`src/rtl/tick_delay_arbiter.sv`:
```
// tick_delay_arbiter
//
// Shares one down-counting tick timer among M requesters. Pending requests are
// arbitrated round-robin; the winner's delay is loaded into the timer, which
// counts down on the shared tick enable. When the delay expires, the winner
// gets a one-cycle done pulse. Only one requester owns the timer at a time.
//
// Ports:
//   clk    - system clock; all state changes on the rising edge
//   rst    - synchronous, active-high reset
//   ena    - tick enable; the timer only decrements in cycles where ena=1
//   req    - per-requester request level (bit i = requester i)
//   delay  - packed delays; requester i uses bits [i*N +: N]
//   grant  - one-hot owner of the timer (registered)
//   done   - one-hot, one-cycle pulse when the granted delay expires (registered)
//   busy   - high whenever the block is not idle (registered)
//
// All outputs come straight from flops, so there is no combinational path from
// req, delay or ena to any output.

module tick_delay_arbiter #(
  parameter int unsigned N = 8,
  parameter int unsigned M = 4
) (
  input  logic           clk,
  input  logic           rst,
  input  logic           ena,
  input  logic [M-1:0]   req,
  input  logic [M*N-1:0] delay,
  output logic [M-1:0]   grant,
  output logic [M-1:0]   done,
  output logic           busy
);

  localparam int unsigned IdxW = (M > 1) ? $clog2(M) : 1;
  // After reset the pointer sits on the top requester, so requester 0 wins first.
  localparam logic [IdxW-1:0] LastIdxRst = IdxW'(M - 1);
  localparam logic [N-1:0] CountOne = N'(1);

  typedef enum logic [1:0] {
    StIdle,
    StCount,
    StDone
  } state_e;

  state_e          state_q, state_d;
  logic [M-1:0]    grant_q, grant_d;
  logic [M-1:0]    done_q, done_d;
  logic            busy_q, busy_d;
  logic [N-1:0]    remaining_q, remaining_d;
  logic [IdxW-1:0] owner_q, owner_d;
  logic [IdxW-1:0] last_q, last_d;

  // Unpack the flat delay bus into one entry per requester.
  logic [N-1:0] delay_arr [M];

  for (genvar gi = 0; gi < M; gi++) begin : g_unpack
    assign delay_arr[gi] = delay[gi*N +: N];
  end

  // Round-robin winner: first set req bit searching upward from last_q+1,
  // wrapping modulo M. The last-served requester is checked last.
  logic            win_valid;
  logic [IdxW-1:0] win_idx;
  logic [IdxW-1:0] cand;
  logic [M-1:0]    win_oh;
  logic [N-1:0]    win_delay;

  always_comb begin
    win_valid = 1'b0;
    win_idx   = '0;
    cand      = '0;
    for (int unsigned k = 1; k <= M; k++) begin
      cand = IdxW'((32'(last_q) + k) % M);
      if (!win_valid && req[cand]) begin
        win_valid = 1'b1;
        win_idx   = cand;
      end
    end
    win_oh          = '0;
    win_oh[win_idx] = 1'b1;
    win_delay       = delay_arr[win_idx];
  end

  // Next-state and next-output logic.
  always_comb begin
    state_d     = state_q;
    grant_d     = grant_q;
    done_d      = '0;
    remaining_d = remaining_q;
    owner_d     = owner_q;
    last_d      = last_q;

    case (state_q)
      StIdle: begin
        grant_d = '0;
        if (win_valid) begin
          grant_d     = win_oh;
          owner_d     = win_idx;
          remaining_d = win_delay;
          if (win_delay == '0) begin
            // Zero delay expires immediately: grant and done in the same cycle.
            state_d = StDone;
            done_d  = win_oh;
          end else begin
            state_d = StCount;
          end
        end
      end

      StCount: begin
        if (!req[owner_q]) begin
          // Cancel wins over expiry; no done pulse, owner moves to lowest priority.
          state_d = StIdle;
          grant_d = '0;
          last_d  = owner_q;
        end else if (ena) begin
          if (remaining_q == CountOne) begin
            state_d     = StDone;
            remaining_d = '0;
            done_d      = grant_q;
          end else begin
            remaining_d = remaining_q - CountOne;
          end
        end
      end

      StDone: begin
        state_d = StIdle;
        grant_d = '0;
        last_d  = owner_q;
      end

      default: begin
        state_d = StIdle;
        grant_d = '0;
      end
    endcase

    busy_d = (state_d != StIdle);
  end

  always_ff @(posedge clk) begin
    if (rst) begin
      state_q     <= StIdle;
      grant_q     <= '0;
      done_q      <= '0;
      busy_q      <= 1'b0;
      remaining_q <= '0;
      owner_q     <= '0;
      last_q      <= LastIdxRst;
    end else begin
      state_q     <= state_d;
      grant_q     <= grant_d;
      done_q      <= done_d;
      busy_q      <= busy_d;
      remaining_q <= remaining_d;
      owner_q     <= owner_d;
      last_q      <= last_d;
    end
  end

  assign grant = grant_q;
  assign done  = done_q;
  assign busy  = busy_q;

endmodule

```
`config.mk`:
```
export PLATFORM = sky130hd
export DESIGN_NAME = tick_delay_arbiter
export DESIGN_NICKNAME = d
export VERILOG_FILES = /design/src/rtl/tick_delay_arbiter.sv
export SDC_FILE = /design/constraint.sdc
export NUM_CORES = 1
export LEC_CHECK = 0
export ABC_AREA = 1
export BUFFER_PORTS_ARGS = -buffer_cell sky130_fd_sc_hd__buf_2
export CORE_AREA = 2 2 65 61
export CTS_CLUSTER_SIZE = 10
export DETAILED_ROUTE_END_ITERATION = 12
export DIE_AREA = 0 0 67 63
export GPL_TIMING_DRIVEN = 0
export PLACE_DENSITY = 0.83
export SYNTH_ARGS = -nofsm -noshare
export SYNTH_HDL_FRONTEND = slang
export SYNTH_SLANG_ARGS = --single-unit
```
`constraint.sdc`:
```
create_clock -name clk -period 2.6 [get_ports clk]
set_input_delay 0.13 -clock clk [delete_from_list [all_inputs] [get_ports clk]]
set_output_delay 0.13 -clock clk [all_outputs]
set_load 0.02 [all_outputs]
```
Word-level counts from Yosys, hierarchy flattened
Index checks and enable logic that the tools add are counted.
{"block": "totals", "register_bits": 23, "inputBits": 39, "out_inout_bits": 9, "wordCells": 88}
{"block": "op_classes", "n_addsub": 5, "n_lt_le_gt_ge": 8, "eq_ne": 7, "n_mux": 45, "bitwise": 1, "n_reduce_logical": 15}
{"operator": "$mux 8", "count": 6}
{"operator": "$mux 4", "count": 7}
{"operator": "$mux 2", "count": 10}
{"operator": "$lt 2x3->1 const B", "count": 6}
{"operator": "$bmux 8 s2", "count": 1}
{"operator": "$pmux 4 s2", "count": 2}
{"operator": "$pmux 8 s2", "count": 1}
{"operator": "$bmux 1 s2", "count": 5}
{"operator": "$mux 1", "count": 10}
{"operator": "$eq 8x1->1 const B", "count": 1}
{"operator": "$logic_not 8->1", "count": 1}
{"operator": "$ne 2x2->1 const B", "count": 4}
{"operator": "$pmux 2 s2", "count": 2}
{"operator": "$sub 8x1->8 const B", "count": 1}
{"operator": "$reduce_bool 2->1", "count": 3}
{"operator": "$add 2x1->2 const B", "count": 2}
{"operator": "$add 2x2->2 const B", "count": 2}
{"operator": "$logic_and 1x1->1", "count": 4}
{"operator": "$reduce_and 2->1", "count": 2}
{"operator": "$reduce_and 4->1", "count": 1}
{"operator": "$ge 3x3->1 const B", "count": 1}
{"operator": "$logic_not 1->1", "count": 3}
{"operator": "$not 2->3", "count": 1}
{"operator": "$demux 1 s2", "count": 1}
{"operator": "other kinds (4)", "count": 4}

Depth between registers and ports, before layout
{"block": "logic_depth", "word_depth": 22, "ltp_mapped": 21, "mapped_depth_nobuf": 20}

Worst setup path after synthesis
Ideal clock, no wire load.
{"block": "synth_timing", "path_type": "flip-flop to flip-flop", "from": "register last_q[0]", "to": "register busy_q, in the netlist busy", "t_arrival_ns": 1.904, "required_time_ns": 2.486, "setup_slack_ns": 0.582, "stages_incl_launch_ff": 21, "n_path_buf": 2, "period_less_slack_ns": 2.018, "cell_sequence": "dfxtp_1 buf_6 inv_6 nand2_1 nand2_2 nand2_1 nand2_2 inv_2 nand3_1 nand3_4 buf_6 nand3_2 nand2_1 nor2_2 nand2_1 nor2_4 nand2_1 nand2_1 nand2_1 nand2_1 nand2_1"}
{"block": "synth_between", "elab_chain_len": 22, "elab_cells_between_ends": 35, "cone_classes": "add/sub (4); mux (22); bitwise (1); reduce/logical (8)"}
{"item": "start, declared", "line": "52", "text": "logic [IdxW-1:0] last_q, last_d;"}
{"item": "start signal, assigned", "line": "151", "text": "last_q <= LastIdxRst;"}
{"item": "start signal, assigned", "line": "159", "text": "last_q <= last_d;"}
{"item": "$add 2x1->2", "line": "74", "text": "cand = IdxW'((32'(last_q) + k) % M);"}
{"item": "$bmux 1 s2", "line": "75", "text": "if (!win_valid && req[cand]) begin"}
{"item": "$mux 1 (implied by the code)", "line": "75"}
{"item": "$mux 1", "line": "75"}
{"item": "$logic_not 1->1", "line": "75"}
{"item": "$logic_and 1x1->1", "line": "75"}
{"item": "$mux 1", "line": "75"}
{"item": "$logic_not 1->1", "line": "75"}
{"item": "(+5 left out)"}
{"item": "$not 2->3 (implied by the code)", "line": "82", "text": "win_delay = delay_arr[win_idx];"}
{"item": "$bmux 8 s2", "line": "82"}
{"item": "$mux 8 (implied by the code) (2 in series)", "line": "82"}
{"item": "$logic_not 8->1", "line": "101", "text": "if (win_delay == '0) begin"}
{"item": "$mux 2", "line": "101"}
{"item": "$mux 2 *", "line": "97", "text": "if (win_valid) begin"}
{"item": "$pmux 2 s2 *", "line": "94", "text": "case (state_q)"}
{"item": "$reduce_bool 2->1 *", "line": "140", "text": "busy_d = (state_d != StIdle);"}
{"item": "end signal, assigned", "line": "156", "text": "busy_q <= busy_d;"}
{"item": "end, declared", "line": "49", "text": "logic busy_q, busy_d;"}
Every way passes the cells marked *; elsewhere a longest branch is shown, timed or not. The select of a mux whose other input is x is not followed.
A chain may end at the register's enable or synchronous reset.

Worst setup path in the final report
Ends and elaborated chain as after synthesis.

==> impl_results.md <==
* Outcome: complete, no violations
* Max Cap Viol at 0
* Setup TNS at 0 ns
* CP peak stage delay at 0.33 ns
* H-tree depth at 1
* CP max FO at 9
* Slew margin rel. at roughly 67%
* GRT Residual Overflow at 0
* Placer's final routability congestion estimate at approximately 0.9
* Syn. warnings at 0
* Via count at roughly 2000
* Peak supply drop at 1.07 mV
* Drt pass-1 iters at 4
* CTS tree: built
* First-pass GRT wire length at 7420 um
* # fillers at between 300 and 400
* Largest delay contributor family on the critical path: simple AND/OR/NAND/NOR gates
* P per Cell Area at 1680 nW/um^2
* Worst path arrival time at 2.49 ns
* Min-delay worst type: primary input to flip-flop
* Setup crit end kind: flip-flop
* Slew @ Worst Pin at between 0.4 and 0.5 ns
* Hold Path Depth at 4
* DR WL/cell at 12.2 um
* Critical path's slowest cell: dfxtp_1
* Worst Clk Skew at 0.00193 ns
* Die H at between 60 and 70 um
* Total CTS buffers at 3
* Clk sinks at 23
* R2r setup slk at 0.28 ns
* Clock transition at path regs at 0.09 ns
* # IOs at 48
* Routed Antenna Nets at 0
* Initial DRC count at between 100 and 150
* Max Clock Freq at 430 MHz
* Initial antenna violation count at 0
* WP buf/inv at 4
* Period utilisation layout at 89.4%
* Main flop type after synthesis: dfxtp_1
* P&R area growth vs syn at 26.1%
* WL final at 4640 um
* Avg Synthesized Cell Area at 6.21 sq um
* CORE AREA at 3570 sq um
* Starting Density at between 40% and 50%
* Reg2Reg Depth at 21
* Vias in the first global route at 1741
* Synthesized cell area at 1720 sq um
* Synth cell types at 27
* Share of cells above drive strength 1 at 28.7%
* CP Cell Sequence: buf_6, inv_6, nand2_1, nand2_2, nand2_2, nand2_2, inv_2, nand2_1, nand2_2, nand3_4, clkbuf_16, nand3_1, nand2_1, nor2_2, nand2_1, nor2_4, nand2_1, nand2_1, nand2_1, nand2_1, nand2_1
* Later-pin clock latency in the skew report at roughly 0.27 ns
* Buffers added on ports at 47
* # nets final at 376
* Ant. Diodes at 0
* Req. time, crit path at 2.77 ns
* Hold endpoint: state_q[1]$_SDFF_PP0_
* Syn nets at approximately 320
* Hold Slack at 0.167 ns
* Crit Path Class: flip-flop to flip-flop
* Endpoints failing setup at 0
* Post-DP HPWL at 3510 um
* Die X at between 60 and 70 um
* Maximum clock path buffer count at 2
* Most frequent CP cell: nand2_1
* Site row count at 21
* Die ar. at approximately 4200 sq um
* Post-synth EDFFs at 0
* Fin. Hold Viols at 0
* Critical R2R Launch: last_q[0]$_SDFFE_PP1P_
* # DRC at 0
* Mapped Cells at 277
* Hold Path Origin: rst
* Setup crit start kind: flip-flop
* Seq/Total Area, Yosys at between 20% and 30%
* Pin count of the biggest net entering global routing at 14
* Drt via density at 5.27
* P_leak at 1.14 nW
* Final slew viol count at 0
* Reg-to-Reg End: busy$_SDFF_PP0_
* Fraction of registers with async set or reset after synthesis at 0%
* Fin crit period at 2.32 ns
* FF+latch count, synth at 23
* Root Buffer: clkbuf_8
* GRT Overall Usage at 22.2%
synthesized netlist by cell type (4+ instances only):
master	n	area [sq um]
nand4_1	4	25.0
dfxtp_1	23	460
nor2_1	22	82.6
a21oi_1	21	105
xor2_1	5	43.8
nor2_2	5	31.3
nand2_2	7	43.8
nand3_1	29	145
inv_1	24	90.1
nand2_1	89	334
o21ai_0	15	75.1
nand3_2	4	40.0
tightest hold or removal path, stage by stage:
cell     delay (ns)
buf_2          0.10
nor2_1         0.05
nand2_1        0.08
inv_1          0.04
routing by layer:
| layer | up-vias | wire length, um | GRT usage, % |
|---|---|---|---|
| li1 | 1025 | - | - |
| met1 | 884 | 2030 | 29.3 |
| met2 | 84 | 2190 | 36.4 |
| met3 | 8 | 351 | 3.60 |
| met4 | 0 | 72 | 7.14 |
| met5 | - | 0 | 0 |
layout make-up:
| cell class | instances | area [sq um] | area share [%] |
|---|---|---|---|
| Clock inverter | 1 | 5.00 | 0.231 |
| Clock buffer | 3 | 41.3 | 1.90 |
| Sequential cell | 23 | 462 | 21.3 |
| Buffer | 6 | 53.8 | 2.48 |
| Multi-Input combinational cell | 221 | 1150 | 53.0 |
| Inverter | 28 | 110 | 5.07 |
| Tap cell | 46 | 57.6 | 2.65 |
| Timing Repair Buffer | 52 | 290 | 13.4 |
kinds of logic (layout without fill, tap and decap cells):
family	count (synthesis)	count (layout)	synth area share [%]
XOR/XNOR	5	5	2.55
AND/OR/NAND/NOR	168	169	45.0
adder cells (fa/ha/maj)	2	2	1.45
AO/OA/AOI/OAI	45	45	15.1
buffers and inverters	34	90	9.16
flip-flops	23	23	26.8
timing repair:
action / 4_1_cts / 5_1_grt
buffers inserted: 0 / 4
setup endpoints to repair: 0 / 2
hold buffers: 0 / 0
gates resized for setup: 0 / 14
worst max-delay path by stage:
stage | from | to | slack [ns] | cells after the start
after floorplan | last_q[0]$_SDFFE_PP1P_ | busy$_SDFF_PP0_ | 0.58 | 20
after global placement | last_q[0]$_SDFFE_PP1P_ | busy$_SDFF_PP0_ | 0.35 | 20
after detailed placement | last_q[0]$_SDFFE_PP1P_ | busy$_SDFF_PP0_ | 0.32 | 19
after CTS | last_q[0]$_SDFFE_PP1P_ | busy$_SDFF_PP0_ | 0.28 | 21
after global routing | last_q[0]$_SDFFE_PP1P_ | busy$_SDFF_PP0_ | -0.04 | 21
final | last_q[0]$_SDFFE_PP1P_ | busy$_SDFF_PP0_ | 0.28 | 21
sequential cells by signal (all words and copies together), names as in the netlist:
name         count
busy             1
done             4
grant            4
last_q           2
owner_q          2
remaining_q      8
state_q          2
stage by stage:
stage / setup WS (ns) / std cells / utilization [%] / power (W) / area [sq um]
final: 0.276 / 380 / 60.7 / 0.00365 / 2170
after global routing: -0.0366 / 380 / 60.7 / 0.00398 / 2170
after CTS: 0.278 / 374 / 57.6 / 0.00323 / 2060
after detailed placement: 0.317 / 370 / 56.3 / 0.00300 / 2010
after global placement: 0.352 / 370 / 56.3 / 0.00294 / 2010
after floorplan: 0.582 / 277 / - / 0.00248 / 1720
where the power goes:
group | internal, W | switching, W | leakage, nW
Sequential | 0.000469 | 0.0000849 | 0.189
Clock | 0.000107 | 0.000121 | 0.0255
Combinational | 0.00107 | 0.00180 | 0.929
placed cells by master, fill, tap and decap left out, drive strengths merged:
cell type / n
a21oi: 21
a221oi: 3
a31oi: 1
and2: 1
buf: 56
clkbuf: 5
clkinv: 1
dfxtp: 23
ha: 2
inv: 28
nand2: 96
nand3: 35
nand4: 4
nor2: 30
nor3: 3
o211ai: 1
o21ai: 16
o221a: 3
xor2: 5
No activity file was read; power rests on OpenSTA's default activity.
